File: src/rtl/ex_operand_stage_pkg.sv
`default_nettype none
// ============================================================================
// Module  : ex_operand_stage_pkg
// Purpose : Shared configuration for the ID/EX operand stage. Holds the
//           datapath widths, the ALU opcode encodings, the forwarding-source
//           enumeration and the packed ID/EX payload record.
// Ports   : none (package)
// Revision: 1.0 - initial release
// ============================================================================
package ex_operand_stage_pkg;

    localparam int DATA_WIDTH     = 32;
    localparam int REG_ADDR_WIDTH = 5;
    localparam int ALU_OP_WIDTH   = 6;

    // ALU opcode encodings shared with the ALU.
    localparam logic [ALU_OP_WIDTH-1:0] OP_ALU_ADD  = 6'h00;
    localparam logic [ALU_OP_WIDTH-1:0] OP_ALU_SUB  = 6'h01;
    localparam logic [ALU_OP_WIDTH-1:0] OP_ALU_AND  = 6'h02;
    localparam logic [ALU_OP_WIDTH-1:0] OP_ALU_OR   = 6'h03;
    localparam logic [ALU_OP_WIDTH-1:0] OP_ALU_XOR  = 6'h04;
    localparam logic [ALU_OP_WIDTH-1:0] OP_ALU_SLL  = 6'h05;
    localparam logic [ALU_OP_WIDTH-1:0] OP_ALU_SRL  = 6'h06;
    localparam logic [ALU_OP_WIDTH-1:0] OP_ALU_SRA  = 6'h07;
    localparam logic [ALU_OP_WIDTH-1:0] OP_ALU_SLT  = 6'h08;
    localparam logic [ALU_OP_WIDTH-1:0] OP_ALU_SLTU = 6'h09;

    // Where a source operand value was taken from.
    typedef enum logic [1:0] {
        FWD_RF    = 2'd0,
        FWD_EXMEM = 2'd1,
        FWD_MEMWB = 2'd2
    } fwd_sel_e;

    // Everything the stage registers for one decoded instruction.
    typedef struct packed {
        logic [REG_ADDR_WIDTH-1:0] rs1_addr;
        logic [REG_ADDR_WIDTH-1:0] rs2_addr;
        logic [REG_ADDR_WIDTH-1:0] rd_addr;
        logic [DATA_WIDTH-1:0]     rs1_data;
        logic [DATA_WIDTH-1:0]     rs2_data;
        logic [DATA_WIDTH-1:0]     imm;
        logic [DATA_WIDTH-1:0]     pc;
        logic [ALU_OP_WIDTH-1:0]   alu_op;
        logic                      uses_rs1;
        logic                      uses_rs2;
        logic                      use_imm;
        logic                      use_pc;
        logic                      reg_write;
    } id_ex_payload_t;

    // Reset image of the payload: all zero except a harmless ADD opcode.
    function automatic id_ex_payload_t payload_reset_value();
        id_ex_payload_t p;
        p        = '0;
        p.alu_op = OP_ALU_ADD;
        return p;
    endfunction

endpackage
`default_nettype wire

File: src/rtl/ex_operand_stage_operand_forward.sv
`default_nettype none
// ============================================================================
// Module  : operand_forward
// Purpose : Resolves one source operand against the EX/MEM and MEM/WB bypass
//           buses. EX/MEM (younger) wins over MEM/WB; register x0 is never
//           forwarded.
// Ports   : rs_addr_i/rs_data_i          - held source index and regfile value
//           exmem_wen_i/rd_i/data_i      - EX/MEM bypass bus
//           memwb_wen_i/rd_i/data_i      - MEM/WB bypass bus
//           fwd_data_o                   - resolved operand value
//           fwd_sel_o                    - which source supplied the value
// Revision: 1.0 - initial release
// ============================================================================
module operand_forward #(
    parameter int DATA_WIDTH     = 32,
    parameter int REG_ADDR_WIDTH = 5
) (
    input  logic [REG_ADDR_WIDTH-1:0] rs_addr_i,
    input  logic [DATA_WIDTH-1:0]     rs_data_i,
    input  logic                      exmem_wen_i,
    input  logic [REG_ADDR_WIDTH-1:0] exmem_rd_i,
    input  logic [DATA_WIDTH-1:0]     exmem_data_i,
    input  logic                      memwb_wen_i,
    input  logic [REG_ADDR_WIDTH-1:0] memwb_rd_i,
    input  logic [DATA_WIDTH-1:0]     memwb_data_i,
    output logic [DATA_WIDTH-1:0]     fwd_data_o,
    output ex_operand_stage_pkg::fwd_sel_e fwd_sel_o
);
    import ex_operand_stage_pkg::*;

    logic w_exmem_hit;
    logic w_memwb_hit;

    assign w_exmem_hit = exmem_wen_i && (exmem_rd_i != '0) && (exmem_rd_i == rs_addr_i);
    assign w_memwb_hit = memwb_wen_i && (memwb_rd_i != '0) && (memwb_rd_i == rs_addr_i);

    always_comb begin
        fwd_sel_o  = FWD_RF;
        fwd_data_o = rs_data_i;
        if (w_exmem_hit) begin
            fwd_sel_o  = FWD_EXMEM;
            fwd_data_o = exmem_data_i;
        end else if (w_memwb_hit) begin
            fwd_sel_o  = FWD_MEMWB;
            fwd_data_o = memwb_data_i;
        end
    end

endmodule
`default_nettype wire

File: src/rtl/ex_operand_stage.sv
`default_nettype none
// ============================================================================
// Module  : ex_operand_stage
// Purpose : ID/EX pipeline register in front of the ALU. Captures a decoded
//           instruction over a valid/ready handshake, forwards operands from
//           EX/MEM and MEM/WB, stalls on load-use hazards and drives the ALU
//           operands plus writeback/store sideband.
// Ports   : clk_i, rst_ni                - clock, async active-low reset
//           in_valid_i/in_ready_o        - upstream handshake
//           rs*/uses_rs*/imm/pc/alu_op/use_*/rd/reg_write_i - decoded payload
//           flush_i                      - kill held and incoming instruction
//           exmem_*_i, memwb_*_i         - bypass buses
//           out_valid_o/out_ready_i      - downstream handshake
//           a_o, b_o, alu_op_o           - ALU operands and opcode
//           store_data_o, rd_addr_o, reg_write_o, pc_o - sideband
// Revision: 1.0 - initial release
// ============================================================================
module ex_operand_stage #(
    parameter int DATA_WIDTH     = ex_operand_stage_pkg::DATA_WIDTH,
    parameter int REG_ADDR_WIDTH = ex_operand_stage_pkg::REG_ADDR_WIDTH,
    parameter int ALU_OP_WIDTH   = ex_operand_stage_pkg::ALU_OP_WIDTH
) (
    input  logic                      clk_i,
    input  logic                      rst_ni,
    input  logic                      in_valid_i,
    output logic                      in_ready_o,
    input  logic [REG_ADDR_WIDTH-1:0] rs1_addr_i,
    input  logic [REG_ADDR_WIDTH-1:0] rs2_addr_i,
    input  logic                      uses_rs1_i,
    input  logic                      uses_rs2_i,
    input  logic [DATA_WIDTH-1:0]     rs1_data_i,
    input  logic [DATA_WIDTH-1:0]     rs2_data_i,
    input  logic [DATA_WIDTH-1:0]     imm_i,
    input  logic [DATA_WIDTH-1:0]     pc_i,
    input  logic [ALU_OP_WIDTH-1:0]   alu_op_i,
    input  logic                      use_imm_i,
    input  logic                      use_pc_i,
    input  logic [REG_ADDR_WIDTH-1:0] rd_addr_i,
    input  logic                      reg_write_i,
    input  logic                      flush_i,
    input  logic                      exmem_wen_i,
    input  logic                      exmem_is_load_i,
    input  logic [REG_ADDR_WIDTH-1:0] exmem_rd_i,
    input  logic [DATA_WIDTH-1:0]     exmem_data_i,
    input  logic                      memwb_wen_i,
    input  logic [REG_ADDR_WIDTH-1:0] memwb_rd_i,
    input  logic [DATA_WIDTH-1:0]     memwb_data_i,
    output logic                      out_valid_o,
    input  logic                      out_ready_i,
    output logic [DATA_WIDTH-1:0]     a_o,
    output logic [DATA_WIDTH-1:0]     b_o,
    output logic [ALU_OP_WIDTH-1:0]   alu_op_o,
    output logic [DATA_WIDTH-1:0]     store_data_o,
    output logic [REG_ADDR_WIDTH-1:0] rd_addr_o,
    output logic                      reg_write_o,
    output logic [DATA_WIDTH-1:0]     pc_o
);
    import ex_operand_stage_pkg::*;

    id_ex_payload_t        r_payload;
    id_ex_payload_t        w_payload_in;
    logic                  r_valid;

    logic [DATA_WIDTH-1:0] w_rs1_fwd;
    logic [DATA_WIDTH-1:0] w_rs2_fwd;
    fwd_sel_e              w_rs1_sel;
    fwd_sel_e              w_rs2_sel;

    logic                  w_hazard;
    logic                  w_fire_out;
    logic                  w_accept;

    assign w_payload_in = '{
        rs1_addr:  rs1_addr_i,
        rs2_addr:  rs2_addr_i,
        rd_addr:   rd_addr_i,
        rs1_data:  rs1_data_i,
        rs2_data:  rs2_data_i,
        imm:       imm_i,
        pc:        pc_i,
        alu_op:    alu_op_i,
        uses_rs1:  uses_rs1_i,
        uses_rs2:  uses_rs2_i,
        use_imm:   use_imm_i,
        use_pc:    use_pc_i,
        reg_write: reg_write_i
    };

    // ------------------------------------------------------------------
    // Operand forwarding for both sources
    // ------------------------------------------------------------------
    operand_forward #(
        .DATA_WIDTH     (DATA_WIDTH),
        .REG_ADDR_WIDTH (REG_ADDR_WIDTH)
    ) u_fwd_rs1 (
        .rs_addr_i    (r_payload.rs1_addr),
        .rs_data_i    (r_payload.rs1_data),
        .exmem_wen_i  (exmem_wen_i),
        .exmem_rd_i   (exmem_rd_i),
        .exmem_data_i (exmem_data_i),
        .memwb_wen_i  (memwb_wen_i),
        .memwb_rd_i   (memwb_rd_i),
        .memwb_data_i (memwb_data_i),
        .fwd_data_o   (w_rs1_fwd),
        .fwd_sel_o    (w_rs1_sel)
    );

    operand_forward #(
        .DATA_WIDTH     (DATA_WIDTH),
        .REG_ADDR_WIDTH (REG_ADDR_WIDTH)
    ) u_fwd_rs2 (
        .rs_addr_i    (r_payload.rs2_addr),
        .rs_data_i    (r_payload.rs2_data),
        .exmem_wen_i  (exmem_wen_i),
        .exmem_rd_i   (exmem_rd_i),
        .exmem_data_i (exmem_data_i),
        .memwb_wen_i  (memwb_wen_i),
        .memwb_rd_i   (memwb_rd_i),
        .memwb_data_i (memwb_data_i),
        .fwd_data_o   (w_rs2_fwd),
        .fwd_sel_o    (w_rs2_sel)
    );

    // ------------------------------------------------------------------
    // Load-use hazard: a source that would be taken from EX/MEM while that
    // stage holds a load has no value yet. The forwarding selector already
    // encodes "EX/MEM writes a non-zero rd matching this source".
    // ------------------------------------------------------------------
    assign w_hazard = r_valid && exmem_is_load_i &&
                      ((r_payload.uses_rs1 && (w_rs1_sel == FWD_EXMEM)) ||
                       (r_payload.uses_rs2 && (w_rs2_sel == FWD_EXMEM)));

    // ------------------------------------------------------------------
    // Handshake
    // ------------------------------------------------------------------
    assign out_valid_o = r_valid && !w_hazard;
    assign w_fire_out  = out_valid_o && out_ready_i;
    // flush_i frees the slot, but the incoming instruction is discarded.
    assign in_ready_o  = !r_valid || w_fire_out || flush_i;
    assign w_accept    = in_valid_i && in_ready_o && !flush_i;

    always_ff @(posedge clk_i or negedge rst_ni) begin
        if (!rst_ni) begin
            r_valid   <= 1'b0;
            r_payload <= payload_reset_value();
        end else if (flush_i) begin
            r_valid   <= 1'b0;
        end else if (w_accept) begin
            // Covers the simultaneous fire+accept case with no bubble.
            r_valid   <= 1'b1;
            r_payload <= w_payload_in;
        end else if (w_fire_out) begin
            r_valid   <= 1'b0;
        end
    end

    // ------------------------------------------------------------------
    // Outputs
    // ------------------------------------------------------------------
    assign a_o          = r_payload.use_pc  ? r_payload.pc  : w_rs1_fwd;
    assign b_o          = r_payload.use_imm ? r_payload.imm : w_rs2_fwd;
    assign store_data_o = w_rs2_fwd;
    assign alu_op_o     = r_payload.alu_op;
    assign rd_addr_o    = r_payload.rd_addr;
    assign reg_write_o  = r_payload.reg_write && out_valid_o;
    assign pc_o         = r_payload.pc;

endmodule
`default_nettype wire
File: config.mk
export PLATFORM = sky130hd
export DESIGN_NAME = ex_operand_stage
export DESIGN_NICKNAME = d
export VERILOG_FILES = /design/src/rtl/ex_operand_stage_pkg.sv /design/src/rtl/ex_operand_stage_operand_forward.sv /design/src/rtl/ex_operand_stage.sv
export SDC_FILE = /design/constraint.sdc
export NUM_CORES = 1
export LEC_CHECK = 0
export CORE_MARGIN = 2
export CORE_UTILIZATION = 40
export DETAILED_ROUTE_END_ITERATION = 7
export PLACE_DENSITY_LB_ADDON = 0.1
export SLEW_MARGIN = 20
export SYNTH_ARGS = -nofsm -noshare
export SYNTH_HDL_FRONTEND = slang
export SYNTH_SLANG_ARGS = --single-unit
File: constraint.sdc
create_clock -name clk_i -period 2.7 [get_ports clk_i]
set_input_delay 0.54 -clock clk_i [delete_from_list [all_inputs] [get_ports clk_i]]
set_output_delay 0.54 -clock clk_i [all_outputs]
set_load 0.03 [all_outputs]
Word-level counts from Yosys, hierarchy flattened
Index checks and enable logic that the tools add are counted.
- mux-type cells: 13
- equal/unequal tests: 6
- bitwise gates (word level): 1
- reduce and logical (&&, ||, !) cells: 25
- operators with widths (kind ; number):
    2-to-1 mux 32 bit ; 6
    equality test 5 bit ; 4
    logical AND 1 bit ; 15
    nonzero test 5 bit ; 2
    2-to-1 mux 2 bit ; 4
    equality test 2 x 1 -> 1 bit, second input constant ; 2
    zero test 1 bit ; 3
    logical OR 1 bit ; 3
    2-to-1 mux 1 bit ; 3
    nonzero test 3 bit ; 1
    AND reduction 2 bit ; 1
    inverter 1 bit ; 1
- input bits: 236
- logic and storage cells: 59
- output and inout bits: 142
- flip-flop bits (word level): 155

Logic depth before layout (Yosys ltp)
Gate-level depths: netlist (run 1).
- depth in word-level cells: 18
- mapped depth: 9

By module
Synthesis (run 1) repeated with hierarchy kept, for this count alone.
- cells, all modules: 1034
- area, all modules: 10871.7 sq um
- modules (own cells, without submodules) (module ; area each (sq um) ; instances ; cells an instance):
    ex_operand_stage ; 7876.3 ; 1 ; 662
    operand_forward ; 1497.7 ; 2 ; 186

Worst setup path after synthesis (run 1)
No wires, ideal clock.
- path kind: input to output
- start: input port exmem_rd_i[1]
- end: output port b_o[10]
- data arrival time: 2.675 ns
- cell stages on the path: 7
- path slack: -0.515 ns
- required time: 2.160 ns
- cells stage by stage: or4_1 -> o21ai_2 -> buf_4 -> clkbuf_1 -> nor4_1 -> a31oi_1 -> mux2_2
- word-level cells in the longest chain between the ends: 5
- elaborated cells between the ends (all ways): 6
- classes of those cells: eq/ne: 1; mux: 2; reduce/logical: 3
- RTL lines (what ; RTL line ; source):
    start: declaration ; ex_operand_stage.sv:43 ; input logic [REG_ADDR_WIDTH-1:0] exmem_rd_i,
    nonzero test 5 bit ; ex_operand_stage_operand_forward.sv:34 ; assign w_exmem_hit = exmem_wen_i && (exmem_rd_i != '0) && (exmem_rd_i == rs_addr_i);
    logical AND 1 bit ; ex_operand_stage_operand_forward.sv:34 ;
    logical AND 1 bit (*) ; ex_operand_stage_operand_forward.sv:34 ;
    2-to-1 mux 32 bit (*) ; ex_operand_stage_operand_forward.sv:40 ; if (w_exmem_hit) begin
    net store_data_o[10] ; ex_operand_stage.sv:53 ; output logic [DATA_WIDTH-1:0] store_data_o,
    2-to-1 mux 32 bit (*) ; ex_operand_stage.sv:161 ; assign b_o = r_payload.use_imm ? r_payload.imm : w_rs2_fwd;
    end: declaration ; ex_operand_stage.sv:51 ; output logic [DATA_WIDTH-1:0] b_o,
Mark *: on every way through the listed nets, which the timed path passes. The rest lies on a longest branch.

Worst setup path in the final report (run 1)
- start: register r_payload[146] (netlist name)
- end: output port b_o[17]
- word-level cells in the longest chain between the ends: 5
- elaborated cells between the ends (all ways): 7
- classes of those cells: eq/ne: 2; mux: 3; reduce/logical: 2
- RTL lines (what ; RTL line ; source):
    start: declaration ; ex_operand_stage.sv:60 ; id_ex_payload_t r_payload;
    start signal: assignment ; ex_operand_stage.sv:145 ; r_payload <= payload_reset_value();
    start signal: assignment ; ex_operand_stage.sv:151 ; r_payload <= w_payload_in;
    equality test 5 bit ; ex_operand_stage_operand_forward.sv:35 ; assign w_memwb_hit = memwb_wen_i && (memwb_rd_i != '0) && (memwb_rd_i == rs_addr_i);
    logical AND 1 bit ; ex_operand_stage_operand_forward.sv:35 ;
    2-to-1 mux 32 bit ; ex_operand_stage_operand_forward.sv:43 ; end else if (w_memwb_hit) begin
    2-to-1 mux 32 bit (*) ; ex_operand_stage_operand_forward.sv:40 ;
    2-to-1 mux 32 bit (*) ; ex_operand_stage.sv:161 ;
Mark *: on every way between the ends. The rest lies on a longest branch, timed or not.

==> flow_metrics.py, run 1 <==
metrics = {
    "run_status": {
        "status": "finished, violations left",
        "violations": "negative setup slack",
    },
    "floorplanning": {
        "io_pins": 378,
        "die_h_um": 154.9,
        "dieArea_mm2": 0.02398,
        "core.rowCount": 55,
        "core_mm2": 0.02250,
        "initial_utilization_pct": 40.46,
        "die_width_um": 154.9,
    },
    "global_route": {
        "grt_pass1_wl_um": 57290,
        "antenna_found_initial": 3,
        "grt_start_max_net_pins": 50,
        "grt_pass1_vias": 9608,
        "grt_use_total_pct": 31.64,
        "grt-ovfl-total": 0,
    },
    "worst_setup_path": {
        "critPathMaxFanout": 6,
        "end_kind": "output pin",
        "crit_type": "reg -> out",
        "worstPathRequired_ps": 2160,
        "arrival_ps": 2680,
        "worstSetupStartpointType": "register",
    },
    "logic_synthesis": {
        "syn-instance-count": 831,
        "ys_seq_area_share_pct": 42.61,
        "synth_nets": 1067,
        "synth-seq-cells": 155,
        "synthFlopType": "dfrtp_1",
        "yosys_warnings": 0,
        "syn_avg_cell_area_um2": 10.96,
        "synth_edf_count": 0,
        "ys_types": 33,
        "ys_async_sr_fraction_pct": 100.0,
        "syn_area_mm2": 0.009104,
    },
    "power": {
        "ir_drop_mv": 0.4382,
        "p_leak_uw": 0.007372,
        "power_density_mw_per_mm2": 677.0,
    },
    "drt": {
        "first_pass_iters": 4,
        "drtIter0Drc": 447,
        "routed_wl_um": 38110,
        "viasPerCell": 5.458,
        "wire_per_inst_um": 23.75,
        "ant_nets": 0,
        "vias": 8760,
        "drcViolationCount": 0,
    },
    "timing": {
        "max_freq_ghz": 0.3104,
        "setup_viol": 99,
        "hold_viol": 0,
        "slew_violations": 0,
        "fin_skew_ps": 12.75,
        "period_share_pct": 119.3,
        "worst_pin_slew_ps": 735.6,
        "period_minus_slack_ps": 3222,
        "setup_ws_ps": -521.8,
        "relSlewSlack_pct": 50.96,
        "rsz0062_at_grt": "yes",
    },
    "placed_design": {
        "dp_cells": 1525,
        "dp_hpwl_um": 25940,
        "gp_congestion": 0.8729,
        "placed_area_mm2": 0.01494,
        "io_buffers": 377,
    },
    "cells_and_area": {
        "syn2layout_area_growth_pct": 95.08,
        "mostFrequentLayoutCell": "clkdlybuf4s50_1",
        "final_cell_count_no_fill": 1605,
        "final_util_pct": 78.92,
        "finalInstanceArea_mm2": 0.01776,
        "layout-drive-gt1-share_pct": 55.66,
        "layout_common_cells": "266 x clkdlybuf4s50_1, 151 x dfrtp_1, 132 x buf_6, 94 x mux2_2, 94 x buf_4",
        "final_nets": 1540,
    },
    "clock_network": {
        "cts_buffers": 17,
        "clkTransAtPathRegs_ps": 70,
        "cts_num_sinks": 155,
        "clock_latency_ps": 430,
        "ctsHoldBuffers": 0,
        "clk_path_buf_depth": 2,
        "cts_root_buf": "clkbuf_16",
        "cts_tree": "done",
        "htreeDepth": 4,
    },
    "flow_run": {
        "cap_viol_max_count": 0,
    },
    "worst_hold_path": {
        "hp-class": "in -> async",
    },
}
[worst max-delay path, cell delays in order (launching register included)]
cell	delay, ps
dfrtp_2	460
xor2_1	170
a211o_4	380
buf_4	170
buf_2	150
o21ai_0	240
buf_4	170
a31oi_4	80
mux2_4	290
buf_6	140
[path summary, 6_finish.rpt]
path | start | end | slack [ps] | cells after the start
max | r_payload[146] | b_o[17] | -520 | 9
min | rst_ni | r_payload[59] | 60 | 1
max reg2reg | r_payload[148] | r_payload[2] | 160 | 10
min reg2reg | r_payload[128] | r_payload[128] | 500 | 1
max in group asynchronous | rst_ni | r_payload[146] | 1970 | 2
min in group clk_i | r_payload[128] | r_payload[128] | 500 | 1
[cell type report]
| class | instances | area, um2 |
|---|---|---|
| flip-flops and latches | 155 | 3886 |
| inverters | 36 | 135.1 |
| well taps | 285 | 356.6 |
| repair buffers | 568 | 6290 |
| fillers | 1354 | 4743 |
| diodes | 3 | 7.507 |
| multi-input cells | 526 | 6466 |
| clock buffers | 20 | 456.7 |
| clock inverters | 12 | 161.4 |
[kinds of logic (layout without fill, tap and decap cells)]
kind of cell           Yosys count  in the layout  share of synthesized area [%]
AO/OA/AOI/OAI                  169            169                          12.62
XOR/XNOR                        20             20                          1.924
buffers and inverters          150            636                          8.865
flip-flops                     155            155                          42.61
multiplexers                   186            186                          25.48
other                            0              3                              0
AND/OR/NAND/NOR                151            151                          8.507
[flip-flops by register name (all words and copies together), names as in the netlist]
signal,count
rd_addr_o,5
alu_op_o,6
r_valid,1
pc_o,32
r_payload,111
[per-layer routing]
| metal | track usage, % | routed length (um) |
|---|---|---|
| met3 | 7.270 | 2447 |
| met5 | 0 | 0 |
| met1 | 38.01 | 14890 |
| met2 | 54.84 | 19530 |
| met4 | 12.96 | 1248 |
[where the power goes]
group / switching [uW] / internal [uW] / total, uW
sequential: 353 / 2740 / 3090
clock: 1060 / 1520 / 2580
combinational: 3000 / 3350 / 6350
[Yosys cell counts, types with 2 or more instances]
library cell	n	area, um2
dfrtp_1	155	3879
mux2_2	126	1419
mux2_4	60	900.9
clkbuf_1	46	172.7
buf_4	44	330.3
inv_1	36	135.1
nand2_1	35	131.4
or3_1	35	219.0
nor2_1	34	127.6
a211oi_1	33	247.7
a21boi_0	33	247.7
nor4_1	33	206.5
o21ai_0	33	165.2
a31oi_1	32	200.2
o31ai_1	32	240.2
xnor2_1	16	140.1
buf_2	15	75.07
buf_6	8	90.09
xor2_1	4	35.03
nand3_1	3	15.01
nor2b_1	3	18.77
a21oi_1	2	10.01
and2_1	2	12.51
or4_1	2	15.01
[per-stage QoR]
stage	TNS, ps	power, uW	setup WS (ps)	hold slack (ps)
floorplan	-4137	6234	-153.3	244.4
finish	-34060	12020	-521.8	56.54
global placement	-154790	8368	-1009	481.9
CTS	-37110	11910	-499.3	61.12
global route	-39320	12470	-606.9	79.10
detailed placement	-162520	8436	-1058	487.4
[repair_timing]
action / in CTS / in global routing
pin swaps: 69 / 67
gates cloned: 16 / 0
resized for setup: 444 / 102
buffers inserted: 32 / 11
endpoints found under the setup margin: 250 / 211
No activity file was read; power rests on OpenSTA's default activity.
==> run 2: changes to the inputs <==
Settings changed: CORE_ASPECT_RATIO set to 1.2, SLEW_MARGIN 20 to 30.
==> flow_metrics.py, run 2 (synthesis results as in run 1) <==
metrics = {
    "run_status": {
        "status": "finished, violations left",
        "violations": "negative setup slack",
    },
    "placed_design": {
        "dp_cells": 1546,
        "dp_hpwl_um": 25350,
        "placed_area_mm2": 0.01510,
        "io_buffers": 377,
        "gp_congestion": 0.8395,
    },
    "worst_setup_path": {
        "cpMostUsedCell": "buf_6",
        "critPathMaxFanout": 30,
        "crit_type": "reg -> out",
        "crit_path_cell_trace": "buf_6 -> xor2_1 -> a211o_2 -> buf_12 -> or3_4 -> a31oi_4 -> mux2_4 -> buf_6",
        "slowest_stage": "dfrtp_1",
        "crit_path_max_incr_delay_ps": 400,
        "worstPathRequired_ps": 2160,
        "end_kind": "output pin",
        "arrival_ps": 2530,
        "worstSetupStartpointType": "register",
    },
    "drt": {
        "drtIter0Drc": 348,
        "first_pass_iters": 5,
        "wire_per_inst_um": 23.25,
        "ant_nets": 0,
        "viasPerCell": 5.460,
        "routed_wl_um": 37380,
        "vias": 8780,
        "drcViolationCount": 0,
    },
    "cells_and_area": {
        "final_cell_count_no_fill": 1608,
        "syn2layout_area_growth_pct": 94.96,
        "layout_common_cells": "266 x clkdlybuf4s50_1, 149 x dfrtp_1, 121 x buf_6, 111 x buf_4, 94 x mux2_2",
        "final_nets": 1548,
        "largest_reg_flops": 111,
        "final_util_pct": 79.33,
        "mostFrequentLayoutCell": "clkdlybuf4s50_1",
        "fill_cells": 1373,
        "layout-drive-gt1-share_pct": 55.02,
        "finalInstanceArea_mm2": 0.01775,
        "top_register": "r_payload",
    },
    "global_route": {
        "grt_pass1_vias": 9288,
        "grt_util_met1_pct": 35.23,
        "grt_use_total_pct": 30.06,
        "grt_busiest_layer": "met2",
        "antenna_found_initial": 4,
        "grt.met3_usage_pct": 7.365,
        "grt-ovfl-total": 0,
        "grt_start_max_net_pins": 57,
        "use_met2_pct": 52.62,
        "grt_pass1_wl_um": 54460,
    },
    "clock_network": {
        "cts_num_sinks": 155,
        "clkTransAtPathRegs_ps": 70,
        "cts_tree": "done",
        "clk_path_buf_depth": 2,
        "cts_root_buf": "clkbuf_16",
        "cts_buffers": 17,
        "htreeDepth": 4,
        "clock_latency_ps": 430,
    },
    "timing": {
        "max_freq_ghz": 0.3255,
        "slew_violations": 0,
        "period_share_pct": 113.8,
        "relSlewSlack_pct": 61.09,
        "worst_pin_slew_ps": 583.6,
        "period_minus_slack_ps": 3072,
        "setup_viol": 99,
        "hold_viol": 0,
        "fin_setup_tns_ps": -27620,
        "fin_skew_ps": 9.011,
        "setup_ws_ps": -371.8,
        "hold_slack_ps": 87.39,
        "rsz0062_at_grt": "yes",
    },
    "power": {
        "power_density_mw_per_mm2": 666.5,
        "p_leak_uw": 0.007440,
        "ir_drop_mv": 0.4685,
    },
    "floorplanning": {
        "initial_utilization_pct": 40.69,
        "die_h_um": 169.3,
        "die_width_um": 141.7,
        "dieArea_mm2": 0.02399,
        "core.rowCount": 60,
        "core_mm2": 0.02237,
        "io_pins": 378,
    },
    "flow_run": {
        "cap_viol_max_count": 0,
    },
    "worst_hold_path": {
        "hp-class": "in -> async",
    },
}
-- run 2: path summary, 6_finish.rpt --
path | from | end | slack [ps] | cells past startpoint
worst min-delay path | rst_ni | r_payload[60] | 90 | 1
worst min register to register | r_payload[136] | r_payload[136] | 500 | 1
worst max register to register | r_payload[146] | r_payload[137] | 130 | 10
max in group asynchronous | rst_ni | r_payload[48] | 1920 | 2
min in group clk_i | r_payload[136] | r_payload[136] | 500 | 1
worst max-delay path | r_payload[146] | b_o[27] | -370 | 8
-- run 2: cell type report --
class | count | area (um2) | area share, %
Clock buffer | 17 | 425.4 | 2.397
Sequential cell | 155 | 3889 | 21.91
Tap cell | 279 | 349.1 | 1.967
Antenna cell | 4 | 10.01 | 0.05640
Multi-Input combinational cell | 526 | 6389 | 36.00
Timing Repair Buffer | 576 | 6365 | 35.86
Inverter | 36 | 135.1 | 0.7614
Clock inverter | 15 | 186.4 | 1.050
-- run 2: through the flow --
stage	power [uW]	setup WS [ps]
final	11830	-371.8
after global routing	12270	-439.6
after CTS	11650	-358.9
after detailed placement	8465	-982.0
after global placement	8409	-958.5
after floorplan	6234	-153.3
-- run 2: routing by layer --
layer / share of wire (%) / vias up
met5: 0 / -
met4: 3.4 / 0
met3: 6.7 / 73
met2: 52 / 356
met1: 38 / 4420
li1: - / 3931
-- run 2: report_power, final --
part	leakage [uW]	internal (uW)	switching, uW
Clock	0.000288	1470	1070
Sequential	0.00181	2740	335
Combinational	0.00534	3260	2950
Total	0.00744	7480	4350
-- run 2: repair_timing --
| action | 4_1_cts | 5_1_grt |
|---|---|---|
| setup endpoints to repair | 252 | 99 |
| gates resized for setup | 414 | 122 |
| pin swaps | 41 | 72 |
| cloned | 12 | 5 |
| hold buffers | 0 | 0 |
| buffers inserted | 28 | 15 |
-- run 2: worst max-delay path: cells and delay by family (launching register included) --
family | cells | cell delay (ps)
mux | 1 | 180
compound gates | 2 | 540
buf+inv | 3 | 420
xor+xnor | 1 | 130
simple gates | 1 | 390
flops | 1 | 400
==> run 3: changes to the inputs <==
Settings changed: CORE_MARGIN 2 to unset.
==> flow_metrics.py, run 3 (synthesis results as in run 1) <==
metrics = {
    "run_status": {
        "status": "finished, violations left",
        "violations": "negative setup slack",
    },
    "worst_setup_path": {
        "critPathMaxFanout": 6,
        "crit_start": "r_payload[148]",
        "end_kind": "output pin",
        "crit_type": "reg -> out",
        "worstPathRequired_ps": 2160,
        "worstSetupStartpointType": "register",
        "r2r_start": "r_payload[146]",
        "arrival_ps": 2570,
    },
    "drt": {
        "ant_nets": 0,
        "vias": 8803,
        "wire_per_inst_um": 23.24,
        "drcViolationCount": 0,
        "viasPerCell": 5.478,
        "routed_wl_um": 37340,
        "first_pass_iters": 4,
        "drtIter0Drc": 382,
    },
    "timing": {
        "setup_ws_ps": -407.4,
        "worst_pin_slew_ps": 570.1,
        "relSlewSlack_pct": 61.64,
        "fin_setup_tns_ps": -29110,
        "period_minus_slack_ps": 3107,
        "slew_violations": 0,
        "fin_skew_ps": 12.97,
        "setup_viol": 99,
        "rsz0062_at_grt": "yes",
        "period_share_pct": 115.1,
        "hold_viol": 0,
        "max_freq_ghz": 0.3218,
    },
    "worst_hold_path": {
        "hp-class": "in -> async",
    },
    "floorplanning": {
        "die_width_um": 139.7,
        "core.rowCount": 60,
        "core_mm2": 0.02237,
        "io_pins": 378,
        "dieArea_mm2": 0.02337,
        "die_h_um": 167.3,
        "initial_utilization_pct": 40.69,
    },
    "cells_and_area": {
        "final_cell_count_no_fill": 1607,
        "finalInstanceArea_mm2": 0.01760,
        "mostFrequentLayoutCell": "clkdlybuf4s50_1",
        "syn2layout_area_growth_pct": 93.36,
        "final_util_pct": 78.69,
        "layout-drive-gt1-share_pct": 55.25,
        "largest_reg_flops": 111,
        "top_register": "r_payload",
        "layout_common_cells": "266 x clkdlybuf4s50_1, 149 x dfrtp_1, 128 x buf_6, 116 x buf_4, 94 x mux2_2",
        "final_nets": 1546,
    },
    "global_route": {
        "antenna_found_initial": 4,
        "grt-ovfl-total": 0,
        "grt_pass1_vias": 9140,
        "grt_use_total_pct": 31.20,
        "grt_pass1_wl_um": 54690,
        "grt_start_max_net_pins": 55,
    },
    "clock_network": {
        "cts_tree": "done",
        "clkTransAtPathRegs_ps": 70,
        "cts_buffers": 17,
        "htreeDepth": 4,
        "clk_path_buf_depth": 2,
        "cts_num_sinks": 155,
        "ctsHoldBuffers": 0,
        "cts_root_buf": "clkbuf_16",
        "clock_latency_ps": 430,
    },
    "placed_design": {
        "place_ws_ps": -888.6,
        "placed_area_mm2": 0.01492,
        "dp_cells": 1531,
        "io_buffers": 377,
        "dp_hpwl_um": 24830,
        "gp_congestion": 0.8374,
    },
    "power": {
        "p_leak_uw": 0.007363,
        "ir_drop_mv": 0.4659,
        "power_density_mw_per_mm2": 655.5,
    },
    "flow_run": {
        "cap_viol_max_count": 0,
    },
}
==> run 3: cell types whose count changed in the layout (fill, tap and decap cells not counted), sizes merged <==
cell           previous run  this run
diode                     4         5
dlygate4sd2               2         1
bufinv                    3         0
clkbuf                   22        18
clkinv                    2         3
clkdlybuf4s15             2         5
inv                      42        44
==> run 3: layer usage <==
metal | part of all wire [%] | global-route usage (%) | up-vias
met4 | 4.3 | 12.52 | 0
li1 | - | - | 3908
met5 | 0 | 0 | -
met2 | 51 | 55.35 | 344
met3 | 5.9 | 6.377 | 87
met1 | 39 | 36.65 | 4464
==> run 3: path summary, 6_finish.rpt <==
check,slack [ps],end,cells past startpoint
max reg2reg,40,pc_o[8],9
max,-410,b_o[13],8
max in group asynchronous,1830,pc_o[0],2
min reg2reg,500,r_payload[122],1
min,80,r_payload[59],1
min in group clk_i,500,r_payload[122],1
==> run 3: final cells by class <==
| type | instances | area [um2] |
|---|---|---|
| multi-input combinational | 526 | 6425 |
| timing repair buffer | 574 | 6238 |
| fill | 1394 | 4768 |
| sequential | 155 | 3889 |
| clock buffer | 17 | 425.4 |
| tap | 279 | 349.1 |
| inverter | 36 | 135.1 |
| clock inverter | 15 | 128.9 |
| antenna | 5 | 12.51 |
==> run 3: stage by stage <==
| step | hold slack, ps | total power, uW |
|---|---|---|
| 6_report | 80.83 | 11540 |
| 5_1_grt | 108.3 | 11990 |
| 4_1_cts | 91.01 | 11440 |
| 3_5_place_dp | 487.8 | 8409 |
| 3_3_place_gp | 479.8 | 8346 |
| 2_1_floorplan | 244.4 | 6234 |
==> run 3: report_power, final <==
group          switching, uW  internal [uW]
Sequential               346           2740
Combinational           2930           3220
Clock                   1100           1210
==> run 3: worst max-delay path: stages (launching register included) <==
cell	delay (ps)
dfrtp_2	460
xor2_2	160
a211o_4	370
buf_6	150
buf_6	120
or3_4	390
a31oi_4	190
mux2_4	180
buf_6	120
==> run 3: repair_timing <==
item	in CTS	in global routing
endpoints found under the setup margin	222	151
cloned	14	1
pin swaps	38	68
gates resized for setup	374	106
endpoints found under the hold margin	0	0
buffers inserted	25	24
